### src/rtl/key_decoder.sv
// PS/2 set-2 scan-code decoder for four direction keys (arrows or WASD); key/key_event registered, 1-cycle latency.
// Optional macro KEY_DECODER_TIMEOUT_EN discards a stale E0/F0 prefix after TIMEOUT_CYCLES quiet cycles.
module key_decoder #(
    parameter int TIMEOUT_CYCLES = 650000
) (
    input  logic       clk,
    input  logic       rst,
    input  logic [7:0] rx_data,
    input  logic       rx_valid,
    output logic [3:0] key,
    output logic       key_event
);

    typedef enum logic [1:0] {
        IDLE,
        BRK,
        EXT,
        EXT_BRK
    } state_t;

    state_t     state_q, state_d;
    logic [3:0] ext_held_q, ext_held_d;
    logic [3:0] nrm_held_q, nrm_held_d;
    logic [3:0] key_q, key_d;
    logic       key_event_q;
    logic       timeout_hit;

    function automatic logic [3:0] ext_map(input logic [7:0] code);
        case (code)
            8'h6B:   ext_map = 4'b0001;
            8'h74:   ext_map = 4'b0010;
            8'h75:   ext_map = 4'b0100;
            8'h72:   ext_map = 4'b1000;
            default: ext_map = 4'b0000;
        endcase
    endfunction

    function automatic logic [3:0] nrm_map(input logic [7:0] code);
        case (code)
            8'h1C:   nrm_map = 4'b0001;
            8'h23:   nrm_map = 4'b0010;
            8'h1D:   nrm_map = 4'b0100;
            8'h1B:   nrm_map = 4'b1000;
            default: nrm_map = 4'b0000;
        endcase
    endfunction

`ifdef KEY_DECODER_TIMEOUT_EN
    localparam int CNT_W = (TIMEOUT_CYCLES > 2) ? $clog2(TIMEOUT_CYCLES) : 1;
    localparam logic [CNT_W-1:0] CNT_MAX = CNT_W'(TIMEOUT_CYCLES - 1);

    logic [CNT_W-1:0] cnt_q;

    assign timeout_hit = (state_q != IDLE) && !rx_valid && (cnt_q == CNT_MAX);

    // Counts quiet cycles inside a prefix; saturates, and the FSM leaving IDLE-pending clears it.
    always_ff @(posedge clk) begin
        if (rst || state_q == IDLE || rx_valid) begin
            cnt_q <= '0;
        end else if (cnt_q != CNT_MAX) begin
            cnt_q <= cnt_q + 1'b1;
        end
    end
`else
    assign timeout_hit = 1'b0;
`endif

    always_comb begin
        state_d    = state_q;
        ext_held_d = ext_held_q;
        nrm_held_d = nrm_held_q;
        if (rx_valid) begin
            case (state_q)
                IDLE: begin
                    // Keyboard housekeeping bytes carry no key information.
                    if (rx_data inside {8'hAA, 8'hFA, 8'hFE, 8'hEE, 8'h00, 8'hFF}) begin
                        state_d = IDLE;
                    end else if (rx_data == 8'hE0) begin
                        state_d = EXT;
                    end else if (rx_data == 8'hF0) begin
                        state_d = BRK;
                    end else begin
                        nrm_held_d = nrm_held_q | nrm_map(rx_data);
                    end
                end
                EXT: begin
                    if (rx_data == 8'hF0) begin
                        state_d = EXT_BRK;
                    end else begin
                        ext_held_d = ext_held_q | ext_map(rx_data);
                        state_d    = IDLE;
                    end
                end
                BRK: begin
                    nrm_held_d = nrm_held_q & ~nrm_map(rx_data);
                    state_d    = IDLE;
                end
                EXT_BRK: begin
                    ext_held_d = ext_held_q & ~ext_map(rx_data);
                    state_d    = IDLE;
                end
                default: state_d = IDLE;
            endcase
        end else if (timeout_hit) begin
            state_d = IDLE;
        end
        key_d = ext_held_d | nrm_held_d;
    end

    always_ff @(posedge clk) begin
        if (rst) begin
            state_q     <= IDLE;
            ext_held_q  <= 4'b0000;
            nrm_held_q  <= 4'b0000;
            key_q       <= 4'b0000;
            key_event_q <= 1'b0;
        end else begin
            state_q     <= state_d;
            ext_held_q  <= ext_held_d;
            nrm_held_q  <= nrm_held_d;
            key_q       <= key_d;
            key_event_q <= (key_d != key_q);
        end
    end

    assign key       = key_q;
    assign key_event = key_event_q;

endmodule

### config.mk
export PLATFORM = sky130hd
export DESIGN_NAME = key_decoder
export DESIGN_NICKNAME = d
export VERILOG_FILES = /design/src/rtl/key_decoder.sv
export SDC_FILE = /design/constraint.sdc
export NUM_CORES = 1
export LEC_CHECK = 0
export BUFFER_PORTS_ARGS = -buffer_cell sky130_fd_sc_hd__buf_2
export CAP_MARGIN = 5
export CORE_UTILIZATION = 40
export CTS_CLUSTER_DIAMETER = 120
export DETAILED_ROUTE_END_ITERATION = 16
export HOLD_SLACK_MARGIN = 0.1
export PLACE_DENSITY_LB_ADDON = 0.2
export SYNTH_ARGS = -nofsm -noshare
export SYNTH_HDL_FRONTEND = slang
export SYNTH_SLANG_ARGS = --single-unit
### constraint.sdc
create_clock -name clk -period 2.41 [get_ports clk]
set_input_delay 0 -clock clk [delete_from_list [all_inputs] [get_ports clk]]
set_output_delay 0 -clock clk [all_outputs]
set_load 0.005 [all_outputs]
==> results by group <==
Status
  • Status: complete, no violations

STA
  • FMAX: 447.9 MHz
  • Final setup viols: 0
  • Final Max Slew Viols: 0
  • Slew Limit Headroom: 68.66%
  • Final Cycle Share: 92.63%
  • Clock skew: 5.035 ps
  • Worst-margin pin slew: 465.8 ps
  • Hold_ws: 178.0 ps
  • Min Tclk post-route: 2232 ps
  • Setup TNS: 0 ps
  • Final hold viol count: 0
  • Setup repair after global routing missed its margin: false

Critical path
  • Slowest-stage cell, CP: dlygate4sd3_1
  • Origin of the critical flop-to-flop path: state_q[0]
  • Critical Path Start: state_q[0]
  • Arr. time, crit path: 2470 ps
  • Critical Path RT: 2650 ps
  • FF-to-FF End: state_q[1]
  • CP max stage delay: 560 ps
  • Most frequent CP cell: dlygate4sd3_1
  • Reg2reg setup slack: 180 ps
  • Crit start category: flip-flop
  • Setup crit end kind: flip-flop
  • Reg2Reg Depth: 5
  • Crit path kind: flip-flop to flip-flop
  • Crit path max fanout: 12
  • CP Cell Sequence: nor4_4, nand3_1, dlygate4sd3_1, a21oi_1, dlygate4sd3_1

CTS
  • Clock tree buffer depth: 2
  • CTS tree: done
  • H-tree depth: 1
  • Clk_lat worst skew: 290 ps
  • Reg clk slew, reported paths: 100 ps
  • Root Buffer: clkbuf_4
  • Clk sinks: 15
  • TritonCTS buffer count: 3

Synth
  • Distinct cells, synth: 38
  • Seq/Total Area, Yosys: 33.33%
  • Yosys top cell area share: 33.33%
  • Post-synth EDFFs: 0
  • FFs w/ async S/R, synth: 0%
  • Synth Area per Inst: 8.662 µm²
  • Synth Area in Compound Gates: 21.11%
  • Multiplexer share of the synthesized area: 2.222%
  • Post-Synth Adder-Cell Area: 0%
  • Synth Instances: 104
  • Xor and xnor fraction of the mapped netlist area: 1.944%
  • Largest family of logic cells by synthesized area: simple AND/OR/NAND/NOR gates
  • Primary FF master, synth: dfxtp_1
  • Synth Cell Area: 900.9 µm²
  • Synth top area cells: dfxtp_1, nor2_1, a21oi_1, nand4b_1, nand3b_1
  • Top cell type by total area after synthesis: dfxtp_1
  • Yosys warnings: 0
  • Synth Area in Simple Gates: 39.17%
  • Flops & latches, synth: 15
  • Synth cell count leaders: dfxtp_1, nor2_1, a21oi_1, nand3b_1, nand4b_1
  • Syn Nets: 115
  • Most frequent cell after synthesis: dfxtp_1

Pwr
  • PwrDens: 395.7 nW/µm²
  • Leak: 0.0003854 µW
  • VDD IR max: 0.3871 mV
  • Total power: 442.1 µW

Global route
  • Largest net degree at the start of global routing: 16
  • Antenna violations before repair: 0
  • Vias in the first global route: 826
  • Remaining Overflow, GRT: 0
  • First-pass GRT wire length: 3.608 mm
  • GRT Resource Usage Total: 19.88%

Final layout
  • Fillers: 217
  • Sequential Area: 300.3 µm²
  • # diodes: 0
  • Area occupied by multi-input gates: 595.6 µm²
  • Post-layout util: 54.72%
  • Post-route insts no fill: 155
  • Layout cells sized above 1: 25.78%
  • Final net count: 140
  • Layout area overhead: 24.03%

Placed design
  • Port bufs: 15
  • GP Congestion: 0.7324
  • Dpl hpwl: 1.478 mm
  • Dpl cells: 144

Route
  • DR WL/cell: 13.72 µm
  • Number of routed nets with antenna violations: 0
  • Via count: 888
  • Drt pass-1 iters: 3
  • 1st-iter DRT viols: 11
  • Aggregate routed wire length: 2.126 mm
  • Drt via density: 5.729
  • Remaining DRCs: 0

Run
  • Max_cap viols: 0

Floorplanning
  • Top Ports: 16
  • Die ar.: 2446 µm²
  • Initial Util: 44.12%
  • Rows: 16
  • Core ar.: 2042 µm²
  • Die width: 49.46 µm
  • Die Span Y: 49.46 µm

Min path
  • Hold Crit Depth: 4
  • Hold worst-path end: nrm_held_q[0]
  • Worst Hold Class: primary input to flip-flop
  • Worst Hold Launch: rx_data[0]
what timing repair did:
action,CTS,global route
setup buffers,0,0
hold buffers,7,0
setup endpoints to repair,0,2
endpoints found under the hold margin,15,0
resized for setup,0,2
final cells by class:
type	instances	area share [%]
clock buffers	3	2.016
clock inverters	1	0.4479
inverters	2	0.6719
multi-input cells	84	53.30
flip-flops and latches	15	26.88
well taps	27	3.024
repair buffers	23	13.66
cell families (layout without fill, tap and decap cells):
group | after synthesis | count (layout)
xor+xnor | 2 | 2
mux | 2 | 2
buf+inv | 5 | 29
simple gates | 55 | 55
flops | 15 | 15
compound gates | 25 | 25
sequential cells by signal, indices dropped and copies added, names as in the netlist:
name        flops
nrm_held_q      4
ext_held_q      4
key             4
state_q         2
key_event       1
worst max-delay path by stage:
| stage | end | slack, ps | cells past startpoint |
|---|---|---|---|
| after floorplan | key_event | 400 | 6 |
| after detailed placement | key_event | 300 | 5 |
| final | state_q[1] | 180 | 5 |
| after global placement | key_event | 320 | 5 |
| after CTS | state_q[1] | 100 | 5 |
| after global routing | state_q[1] | 20 | 5 |
worst max-delay path: cells and delay by family (launching register included):
kind | cells | cell delay [ps]
AOI/OAI and AO/OA | 1 | 130
buffers and inverters | 2 | 1120
DFF | 1 | 450
and+or+nand+nor | 2 | 490
per-layer routing:
layer  GRT usage (%)  part of all wire, %  up-vias
li1                -                    -      452
met1           24.76                   47      409
met2           31.74                   46       19
met3           4.012                  3.1        8
met4           11.43                  3.0        0
met5               0                    0        -
report_power, final:
group / leakage, µW / switching (µW) / internal (µW)
Combinational: 0.000247 / 25.4 / 17.8
Sequential: 0.000121 / 0.349 / 248
Clock: 0.0000177 / 88.5 / 61.8
through the flow:
step                setup slack (ps)  area [µm²]
floorplan                      400.2       900.9
global placement               323.9        1005
detailed placement             302.7        1005
CTS                            95.94        1102
global route                   23.13        1117
finish                         177.6        1117
layout by cell type, fill, tap and decap left out, drive strengths merged, types with 4 or more instances in the layout:
cell type,synthesis,final
a21oi,9,9
buf,1,16
dfxtp,15,15
dlygate4sd3,0,7
nand2b,4,4
nand3b,5,5
nand4b,5,5
nor2,13,13
or4,6,6
No activity file was read; power rests on OpenSTA's default activity.
